### config.mk
export PLATFORM = sky130hd
export DESIGN_NAME = instruction_sequencer
export DESIGN_NICKNAME = d
export VERILOG_FILES = /design/src/rtl/tiny_tensor_core_pkg.sv /design/src/rtl/result_fifo.sv /design/src/rtl/instruction_sequencer.sv
export SDC_FILE = /design/constraint.sdc
export NUM_CORES = 1
export LEC_CHECK = 0
export ABC_AREA = 1
export BUFFER_PORTS_ARGS = -buffer_cell sky130_fd_sc_hd__buf_4
export CORE_MARGIN = 4
export CORE_UTILIZATION = 35
export CTS_BUF_LIST = sky130_fd_sc_hd__clkbuf_2
export CTS_CLUSTER_DIAMETER = 40
export CTS_CLUSTER_SIZE = 12
export DETAILED_ROUTE_END_ITERATION = 16
export SLEW_MARGIN = 20
export SYNTH_ARGS = -nofsm -noshare
export SYNTH_HDL_FRONTEND = slang
export SYNTH_SLANG_ARGS = --single-unit
### constraint.sdc
create_clock -name clock_in -period 4 [get_ports clock_in]
set_input_delay 0.6 -clock clock_in [delete_from_list [all_inputs] [get_ports clock_in]]
set_output_delay 0.6 -clock clock_in [all_outputs]
set_load 0.1 [all_outputs]
### src/rtl/tiny_tensor_core_pkg.sv
// Shared instruction-encoding constants and sequencer state type for the
// tiny tensor core (cpu + instruction_sequencer).
package tiny_tensor_core_pkg;

    // Opcode field, instr[1:0]
    localparam logic [1:0] OPC_GENERIC  = 2'b00;
    localparam logic [1:0] OPC_LOAD_IMM = 2'b01;
    localparam logic [1:0] OPC_OPERATE  = 2'b10;
    localparam logic [1:0] OPC_BURST    = 2'b11;

    // Generic-instruction opselect field, instr[3:2]
    localparam logic [1:0] OPSEL_READ  = 2'b10;
    localparam logic [1:0] OPSEL_RESET = 2'b11;

    // Burst direction bit, instr[2]
    localparam logic BURST_SEL_READ  = 1'b0;
    localparam logic BURST_SEL_WRITE = 1'b1;

    // Word driven to the cpu whenever nothing is being issued
    localparam logic [15:0] NOP_WORD = 16'h0000;

    typedef enum logic [2:0] {
        SEQ_IDLE,
        SEQ_ISSUE,
        SEQ_BW_DATA,
        SEQ_BR_CAPTURE,
        SEQ_OP_WAIT,
        SEQ_DONE
    } seq_state_t;

endpackage

### src/rtl/result_fifo.sv
// Synchronous FIFO with first-word-fall-through head, full/empty flags and a
// free-entry count used by the sequencer to reserve space before reads.
module result_fifo #(
    parameter int WIDTH = 8,
    parameter int DEPTH = 16,
    localparam int AW   = $clog2(DEPTH)
) (
    input  logic             clock_in,
    input  logic             reset_in,
    input  logic             push_valid_in,
    input  logic [WIDTH-1:0] push_data_in,
    input  logic             pop_ready_in,
    output logic [WIDTH-1:0] pop_data_out,
    output logic             full_out,
    output logic             empty_out,
    output logic [AW:0]      free_count_out
);

    logic [WIDTH-1:0] mem [DEPTH];
    logic [AW-1:0]    wr_ptr_reg;
    logic [AW-1:0]    rd_ptr_reg;
    logic [AW:0]      count_reg;
    logic             push_en;
    logic             pop_en;

    // A pop frees a slot in the same cycle, so push while full is legal with a pop
    assign pop_en  = pop_ready_in && !empty_out;
    assign push_en = push_valid_in && (!full_out || pop_en);

    assign full_out       = (count_reg == (AW+1)'(DEPTH));
    assign empty_out      = (count_reg == '0);
    assign free_count_out = (AW+1)'(DEPTH) - count_reg;
    // Head reads as zero while empty so the output is defined after reset
    assign pop_data_out   = empty_out ? '0 : mem[rd_ptr_reg];

    // Storage write port
    always_ff @(posedge clock_in) begin
        if (push_en) begin
            mem[wr_ptr_reg] <= push_data_in;
        end
    end

    // Pointer and occupancy bookkeeping
    always_ff @(posedge clock_in) begin
        if (reset_in) begin
            wr_ptr_reg <= '0;
            rd_ptr_reg <= '0;
            count_reg  <= '0;
        end else begin
            if (push_en) begin
                wr_ptr_reg <= wr_ptr_reg + 1'b1;
            end
            if (pop_en) begin
                rd_ptr_reg <= rd_ptr_reg + 1'b1;
            end
            case ({push_en, pop_en})
                2'b10:   count_reg <= count_reg + 1'b1;
                2'b01:   count_reg <= count_reg - 1'b1;
                default: count_reg <= count_reg;
            endcase
        end
    end

endmodule

### src/rtl/instruction_sequencer.sv
// Program buffer and issue engine feeding cpu.current_instruction one word per
// clock, with NOP hold-offs for operate/burst-read and result capture to a FIFO.
module instruction_sequencer
    import tiny_tensor_core_pkg::*;
#(
    parameter int PROGRAM_DEPTH     = 32,
    parameter int RESULT_DEPTH      = 16,
    parameter int OPERATE_WAIT      = 5,
    parameter int BURST_WRITE_WORDS = 5,
    parameter int BURST_READ_WORDS  = 9
) (
    input  logic              clock_in,
    input  logic              reset_in,
    input  logic              host_write_valid_in,
    input  logic [15:0]       host_write_instruction_in,
    output logic              host_write_ready_out,
    input  logic              start_in,
    output logic              busy_out,
    output logic              done_out,
    output logic [15:0]       instruction_out,
    input  logic signed [7:0] cpu_output_in,
    output logic              result_valid_out,
    output logic signed [7:0] result_data_out,
    input  logic              result_ready_in
);

    localparam int PAW   = $clog2(PROGRAM_DEPTH);
    localparam int RAW   = $clog2(RESULT_DEPTH);
    localparam int CNT_W = 8;

    logic [15:0]      buffer [PROGRAM_DEPTH];

    seq_state_t       state_reg,   state_next;
    logic [PAW:0]     pc_reg,      pc_next;
    logic [PAW:0]     length_reg,  length_next;
    logic [CNT_W-1:0] counter_reg, counter_next;
    logic [15:0]      instr_reg,   instr_next;
    logic             sample_reg,  sample_next;
    logic             done_reg,    done_next;

    logic [15:0]      cur_word;
    logic [PAW:0]     pc_inc;
    logic             load_fire;
    logic             is_burst_write;
    logic             is_burst_read;
    logic             is_operate;
    logic             is_generic_read;
    logic             fifo_full;
    logic             fifo_empty;
    logic [RAW:0]     fifo_free;
    logic [RAW:0]     free_eff;
    logic             burst_read_room;
    logic             read_room;
    logic             issue_hold;

    assign host_write_ready_out = (state_reg == SEQ_IDLE) &&
                                  (length_reg != (PAW+1)'(PROGRAM_DEPTH));
    assign load_fire = host_write_valid_in && host_write_ready_out;

    assign cur_word = buffer[pc_reg[PAW-1:0]];
    assign pc_inc   = pc_reg + 1'b1;

    assign is_burst_write  = (cur_word[1:0] == OPC_BURST) && (cur_word[2] == BURST_SEL_WRITE);
    assign is_burst_read   = (cur_word[1:0] == OPC_BURST) && (cur_word[2] == BURST_SEL_READ);
    assign is_operate      = (cur_word[1:0] == OPC_OPERATE);
    assign is_generic_read = (cur_word[1:0] == OPC_GENERIC) && (cur_word[3:2] == OPSEL_READ);

    // A sample already scheduled for the next edge still occupies a slot
    assign free_eff        = fifo_free - (RAW+1)'(sample_reg);
    assign burst_read_room = (free_eff >= (RAW+1)'(BURST_READ_WORDS));
    assign read_room       = !fifo_full && (free_eff != '0);
    assign issue_hold      = (is_burst_read && !burst_read_room) ||
                             (is_generic_read && !read_room);

    assign busy_out         = (state_reg != SEQ_IDLE);
    assign done_out         = done_reg;
    assign instruction_out  = instr_reg;
    assign result_valid_out = !fifo_empty;

    // Program buffer write port, host side
    always_ff @(posedge clock_in) begin
        if (load_fire) begin
            buffer[length_reg[PAW-1:0]] <= host_write_instruction_in;
        end
    end

    // State and datapath registers
    always_ff @(posedge clock_in) begin
        if (reset_in) begin
            state_reg   <= SEQ_IDLE;
            pc_reg      <= '0;
            length_reg  <= '0;
            counter_reg <= '0;
            instr_reg   <= NOP_WORD;
            sample_reg  <= 1'b0;
            done_reg    <= 1'b0;
        end else begin
            state_reg   <= state_next;
            pc_reg      <= pc_next;
            length_reg  <= length_next;
            counter_reg <= counter_next;
            instr_reg   <= instr_next;
            sample_reg  <= sample_next;
            done_reg    <= done_next;
        end
    end

    // Next-state, issued word and capture decisions; sample_next marks a word
    // whose cpu response must be captured at the end of its output cycle
    always_comb begin
        state_next   = state_reg;
        pc_next      = pc_reg;
        length_next  = length_reg;
        counter_next = counter_reg;
        instr_next   = NOP_WORD;
        sample_next  = 1'b0;
        done_next    = 1'b0;

        if (load_fire) begin
            length_next = length_reg + 1'b1;
        end

        case (state_reg)
            SEQ_IDLE: begin
                if (start_in) begin
                    if (length_reg != '0) begin
                        pc_next    = '0;
                        state_next = SEQ_ISSUE;
                    end else begin
                        done_next = 1'b1;
                    end
                end
            end

            SEQ_ISSUE: begin
                if (!issue_hold) begin
                    instr_next = cur_word;
                    pc_next    = pc_inc;
                    if (is_burst_write) begin
                        state_next   = SEQ_BW_DATA;
                        counter_next = CNT_W'(BURST_WRITE_WORDS);
                    end else if (is_burst_read) begin
                        state_next   = SEQ_BR_CAPTURE;
                        counter_next = CNT_W'(BURST_READ_WORDS);
                    end else if (is_operate) begin
                        state_next   = SEQ_OP_WAIT;
                        counter_next = CNT_W'(OPERATE_WAIT);
                    end else begin
                        sample_next = is_generic_read;
                        if (pc_inc == length_reg) begin
                            state_next = SEQ_DONE;
                        end
                    end
                end
            end

            SEQ_BW_DATA: begin
                // Payload is passed through undecoded; pad with NOPs past program end
                if (pc_reg != length_reg) begin
                    instr_next = cur_word;
                    pc_next    = pc_inc;
                end
                counter_next = counter_reg - 1'b1;
                if (counter_reg == CNT_W'(1)) begin
                    state_next = (pc_next == length_reg) ? SEQ_DONE : SEQ_ISSUE;
                end
            end

            SEQ_BR_CAPTURE: begin
                sample_next  = 1'b1;
                counter_next = counter_reg - 1'b1;
                if (counter_reg == CNT_W'(1)) begin
                    state_next = (pc_reg == length_reg) ? SEQ_DONE : SEQ_ISSUE;
                end
            end

            SEQ_OP_WAIT: begin
                counter_next = counter_reg - 1'b1;
                if (counter_reg == CNT_W'(1)) begin
                    state_next = (pc_reg == length_reg) ? SEQ_DONE : SEQ_ISSUE;
                end
            end

            SEQ_DONE: begin
                done_next  = 1'b1;
                state_next = SEQ_IDLE;
            end

            default: begin
                state_next = SEQ_IDLE;
            end
        endcase
    end

    result_fifo #(
        .WIDTH (8),
        .DEPTH (RESULT_DEPTH)
    ) u_result_fifo (
        .clock_in       (clock_in),
        .reset_in       (reset_in),
        .push_valid_in  (sample_reg),
        .push_data_in   (cpu_output_in),
        .pop_ready_in   (result_ready_in),
        .pop_data_out   (result_data_out),
        .full_out       (fifo_full),
        .empty_out      (fifo_empty),
        .free_count_out (fifo_free)
    );

endmodule
==> flow_metrics.tcl, run 1 <==
set metrics [dict create \
    outcome "completed" \
    worst_hold_startpoint "cpu_output_in[4]" \
    routed_wire_length_per_instance_um 19.84 \
    grt_pass1_wl_um 110000 \
    drt_pre_antenna_iters 5 \
    r2r_slack_ns 0.82 \
    cts.reportedPaths.clkPinSlew_ns 0.20 \
    r2r-end "counter_reg[1]$_SDFFE_PP0P_" \
    syn2layout_area_growth_pct 11.64 \
    synth.top_cells.by_count "sky130_fd_sc_hd__edfxtp_1, sky130_fd_sc_hd__nor2_1, sky130_fd_sc_hd__o21ai_0, sky130_fd_sc_hd__nand2_1, sky130_fd_sc_hd__nand3_1" \
    skew_ns 0.1857 \
    fp.coreArea_um2 80680 \
    synth.largest_area_cell "sky130_fd_sc_hd__edfxtp_1" \
    numClockSinks 703 \
    cellPowerDensity_nw_per_um2 602.9 \
    fin_ws_ns 0.2270 \
    synth_top_area_share_pct 67.37 \
    chipHeight_um 293.5 \
    netlist_instances 2359 \
    postSynthRegisterBits 703 \
    max_clock_freq_ghz 0.2650 \
    seq_area_frac_synth_pct 71.79 \
    total_via_count_in_the_routed_design 18980 \
    vias_per_cell 5.277 \
    grt_antenna_before_repair 2 \
    synth-edff-count 640 \
    slew_headroom_pct 27.22 \
    drc 0 \
    buffer_ports.inserted 56 \
    hold_depth 2 \
    ctsLongestPathBuffers 3 \
    synth_cell_types 38 \
    maxCapViolations 0 \
    groute.usage.overall_pct 16.34 \
    grt.met3_usage_pct 2.721 \
    unrepaired_setup_endpoints_after_global_routing "false" \
    slew_at_the_pin_with_the_worst_max_slew_slack_ns 1.083 \
    critical_path_required_time_ns 3.40 \
    synthesis.yosys.warnings 0 \
    timing.critical_path.from_type "register" \
    worst_r2r_path_depth 16 \
    finalHoldViolations 0 \
    cts.htree.levels 3 \
    worstPathMaxFanout 64 \
    setup_total_negative_slack_ns 0 \
    via_count_of_the_first_global_routing_pass 18570 \
    ant_nets 0 \
    dp_worst_setup_slack_ns 0.9023 \
    floorplan.io_pins 57 \
    cts_tree "yes" \
    critical_path.endpoint_type "output pin" \
    initial_core_util_pct 35.36 \
    max_reg_flops 512 \
    synth_area_per_cell_um2 12.09 \
    clock-root-buffer "sky130_fd_sc_hd__clkbuf_2" \
    filler_cell_count 7567 \
    global_route.usage.met2_pct 27.81 \
    tritoncts_buffer_count 92 \
    first_iter_violations 1591 \
    power.leakage_uw 0.01076 \
    async_reset_ff_share_pct 0 \
    final_net_count 2511 \
    synth.most_common_cell "sky130_fd_sc_hd__edfxtp_1" \
    worst_hold_path.endpoint "u_result_fifo.mem[7][4]$_DFFE_PP_" \
    die_area_um2 86140 \
    post_route_cells_drive_above_1_share_pct 12.27 \
    die_width_um 293.5 \
    use_met1_pct 21.19 \
    routed_wirelength_um 71350 \
    slew_violations 0 \
    hp-class "in -> reg" \
    std_cell_rows 104 \
    gp_congestion 0.8656 \
    synth.area.top_cells "sky130_fd_sc_hd__edfxtp_1, sky130_fd_sc_hd__nor2_1, sky130_fd_sc_hd__o21ai_0" \
    criticalPathCategory "reg -> out" \
    grt_max_degree 153 \
    synthFlopType "sky130_fd_sc_hd__edfxtp_1" \
    layout_worst_path_cycle_share_pct 94.33 \
    gr_peak_layer "met2" \
    cp.arrival_ns 3.17 \
    worst_vdd_drop_mv 0.5529 \
    detailed_place_hpwl_um 42730 \
    clock_insertion_delay_worst_skew_ns 1.25 \
    report.final.setup_viol 0 \
    postSynthNetCount 2411 \
    finalCriticalPeriod_ns 3.773 \
    overflow 0 \
    mappedNetlistArea_um2 28530 \
]
==> worst max path at each step <==
stage	cells after the start	slack [ns]	end
after floorplan	8	0.02	buffer[7][0]$_DFFE_PP_
after global placement	15	0.97	register
after detailed placement	15	0.90	register
after CTS	6	0.01	result_data_out[5]
after global routing	8	0.01	result_data_out[2]
final	8	0.23	result_data_out[6]
==> layer usage <==
metal  share of wire (%)  vias up
met5                   0        -
met4                 2.8        0
met3                 5.8      127
met2                  49      573
met1                  42     9425
li1                    -     8857
==> power breakdown <==
part           switching (uW)  leakage (uW)  internal, uW  total [uW]
sequential                215       0.00627          8300        8510
combinational            4490       0.00371          1690        6180
clock                    2730      0.000781          1780        4510
total                    7440        0.0108         11800       19200
==> cells in the final DEF, fill, tap and decap left out, drive strengths merged, types with 49 or more instances in the layout <==
cell type and instances:
o21ai 295, o221ai 98, edfxtp 640, dfxtp 63, inv 82, nand2 282, buf 121, nor2 409
a21oi 49, clkbuf 105, nand3 187
==> worst max-delay path, cell delays in order (launching register included) <==
cell and delay, ns:
sky130_fd_sc_hd__dfxtp_2 0.42, sky130_fd_sc_hd__buf_12 0.27, sky130_fd_sc_hd__o21ai_0 0.13, sky130_fd_sc_hd__o22ai_1 0.25, sky130_fd_sc_hd__nor2_1 0.07, sky130_fd_sc_hd__nor2_1 0.10, sky130_fd_sc_hd__o21ai_0 0.18, sky130_fd_sc_hd__a21oi_1 0.21
sky130_fd_sc_hd__buf_4 0.32
==> repair_timing <==
action,in CTS,in global routing
setup buffers,0,5
setup endpoints to repair,8,5
gates resized for setup,11,4
pin swaps,0,0
hold endpoints to repair,668,0
hold buffers,28,0
==> area by class of cell <==
| cell class | instances | area (um2) | area share [%] |
|---|---|---|---|
| antenna | 2 | 5.005 | 0.01572 |
| clock buffer | 105 | 525.5 | 1.650 |
| clock inverter | 65 | 787.0 | 2.471 |
| inverter | 75 | 300.3 | 0.9429 |
| multi-input combinational | 1438 | 7164 | 22.50 |
| sequential | 703 | 20490 | 64.34 |
| tap | 1060 | 1326 | 4.165 |
| timing repair buffer | 149 | 1249 | 3.921 |
==> cell families after synthesis <==
group | share of synthesized area (%)
compound gates | 10.83
xor+xnor | 0.3377
fa+ha+maj | 1.035
buf+inv | 3.250
flops | 71.79
simple gates | 12.76
==> through the flow <==
stage               instances  hold slack, ns  power (uW)  area [um2]  util [%]
global placement         3392          0.4404       14590       30140     37.36
finish                   3597          0.2684       19200       31850     39.47
CTS                      3590          0.1244       19290       31780     39.39
detailed placement       3392          0.4391       14740       30140     37.36
floorplan                2359          0.4223       12990       28540         -
global route             3597          0.1664       20250       31850     39.47
No activity file was read; power rests on OpenSTA's default activity.
==> run 2: changes to the inputs <==
Settings changed: CORE_ASPECT_RATIO from default to 0.75.
==> run 2 against run 1 <==
- combinational power is 3.4% higher
- highest routed layer is now met5
- utilization is essentially flat
- clock power is 1% lower
- total power grew 0.72%
- final area decreased by 0.13%
- fmax up 1.7%
- global-route usage increased by 1.0 points
- via count is 2.2% higher
- non-clock buffer count is 7 lower
- register-to-register slack lost 0.14 ns
- flip-flop and latch count stayed put
- sequential power about the same
==> flow_metrics.tcl, run 2 (synthesis results as in run 1) <==
set metrics [dict create \
    cts_tree "yes" \
    max_reg_flops 512 \
    clock_insertion_delay_worst_skew_ns 1.18 \
    report.final.setup_viol 0 \
    detailed_place_hpwl_um 44400 \
    cp.arrival_ns 3.11 \
    die_area_um2 86190 \
    maxCapViolations 0 \
    utilization_pct 39.45 \
    area_of_combinational_cells_with_multiple_inputs_um2 7208 \
    hp-class "in -> reg" \
    layout_worst_path_cycle_share_pct 92.77 \
    critical_path_required_time_ns 3.40 \
    dp_worst_setup_slack_ns 0.7945 \
    die_width_um 337.7 \
    drt_pre_antenna_iters 8 \
    power.leakage_uw 0.01076 \
    overflow 0 \
    grt_antenna_before_repair 3 \
    final_common_cell "sky130_fd_sc_hd__edfxtp_1" \
    skew_ns 0.1120 \
    syn2layout_area_growth_pct 11.50 \
    final_cell_area_um2 31810 \
    grt_max_degree 167 \
    initial_core_util_pct 35.38 \
    first_iter_violations 2274 \
    slew_headroom_pct 25.01 \
    slew_violations 0 \
    grt_pass1_wl_um 113900 \
    finalHoldViolations 0 \
    finalCriticalPeriod_ns 3.711 \
    groute.usage.overall_pct 17.35 \
    chipHeight_um 255.2 \
    vias_per_cell 5.391 \
    critPathMaxStageDelay_ns 0.44 \
    critical_path.endpoint_type "output pin" \
    std_cell_rows 90 \
    setup_total_negative_slack_ns 0 \
    routed_wirelength_um 76160 \
    fp.coreArea_um2 80630 \
    post_dp_cell_area_um2 30170 \
    timing.critical_path.from_type "register" \
    numClockSinks 703 \
    seqCellArea_um2 20490 \
    cellPowerDensity_nw_per_um2 608.0 \
    r2r_slack_ns 0.68 \
    criticalPathCategory "reg -> out" \
    clock-root-buffer "sky130_fd_sc_hd__clkbuf_2" \
    fin_ws_ns 0.2890 \
    most-common-layout-cells "sky130_fd_sc_hd__edfxtp_1, sky130_fd_sc_hd__nor2_1, sky130_fd_sc_hd__o21ai_0" \
    crit_path_top_delay_cell "sky130_fd_sc_hd__dfxtp_1" \
    worst_vdd_drop_mv 0.6069 \
    gp_congestion 0.8494 \
    cts.reportedPaths.clkPinSlew_ns 0.23 \
    worstPathMaxFanout 12 \
    ant_nets 0 \
    via_count_of_the_first_global_routing_pass 18560 \
    final_net_count 2507 \
    outcome "completed" \
    slew_at_the_pin_with_the_worst_max_slew_slack_ns 1.125 \
    filler_cell_count 7614 \
    unrepaired_setup_endpoints_after_global_routing "false" \
    worstPathCellList "clkinvlp_4, buf_4, o21ai_0, o22ai_1, o21ai_0, a21oi_1, buf_4" \
    buffer_ports.inserted 56 \
    cts.htree.levels 3 \
    max_clock_freq_ghz 0.2695 \
    floorplan.io_pins 57 \
    tritoncts_buffer_count 95 \
    ctsLongestPathBuffers 3 \
    drc 0 \
    totalPowerFinal_uw 19340 \
    routed_wire_length_per_instance_um 21.17 \
    post_route_cells_drive_above_1_share_pct 12.90 \
    total_via_count_in_the_routed_design 19400 \
]
[run 2: layer usage]
metal / share of wire, % / track usage (%)
met4: 3.4 / 6.668
met2: 44 / 25.61
met1: 45 / 25.18
met3: 8.3 / 3.671
met5: 0.012 / 0
[run 2: layout make-up]
| type | count | share of cell area (%) |
|---|---|---|
| timing repair buffer | 142 | 3.741 |
| multi-input combinational | 1438 | 22.66 |
| clock inverter | 68 | 2.352 |
| inverter | 75 | 0.9166 |
| antenna | 6 | 0.04721 |
| clock buffer | 108 | 1.699 |
| sequential | 703 | 64.42 |
| tap | 1058 | 4.162 |
[run 2: critical path, delay by kind of cell, from the launching register on]
| kind | cells | cell delay [ns] |
|---|---|---|
| AOI/OAI and AO/OA | 4 | 0.65 |
| buffers and inverters | 3 | 0.82 |
| DFF | 1 | 0.44 |
[run 2: final timing paths]
| path | endpoint | from | depth (start not counted) |
|---|---|---|---|
| setup / recovery | result_data_out[0] | register | 7 |
| hold / removal | counter_reg[6]$_SDFFE_PP0P_ | reset_in | 3 |
| setup reg to reg | buffer[3][9]$_DFFE_PP_ | length_reg[1]$_SDFFE_PP0P_ | 9 |
| hold reg to reg | u_result_fifo.count_reg[0]$_SDFFE_PP0P_ | u_result_fifo.count_reg[0]$_SDFFE_PP0P_ | 1 |
[run 2: report_power, final]
group / internal, uW / switching, uW
logic: 1680 / 4700
registers: 8300 / 197
clock network: 1730 / 2730
total: 11700 / 7630
[run 2: stage by stage]
stage	std cells	hold slack [ns]
4_1_cts	3588	0.09279
6_report	3598	0.2257
5_1_grt	3598	0.1562
2_1_floorplan	2359	0.4223
3_3_place_gp	3384	0.4396
3_5_place_dp	3384	0.4527
[run 2: what timing repair did]
item	in CTS	in global routing
setup endpoints to repair	7	5
pin swaps	0	0
hold buffers	28	0
endpoints found under the hold margin	699	0
buffers inserted	0	4
resized for setup	2	4
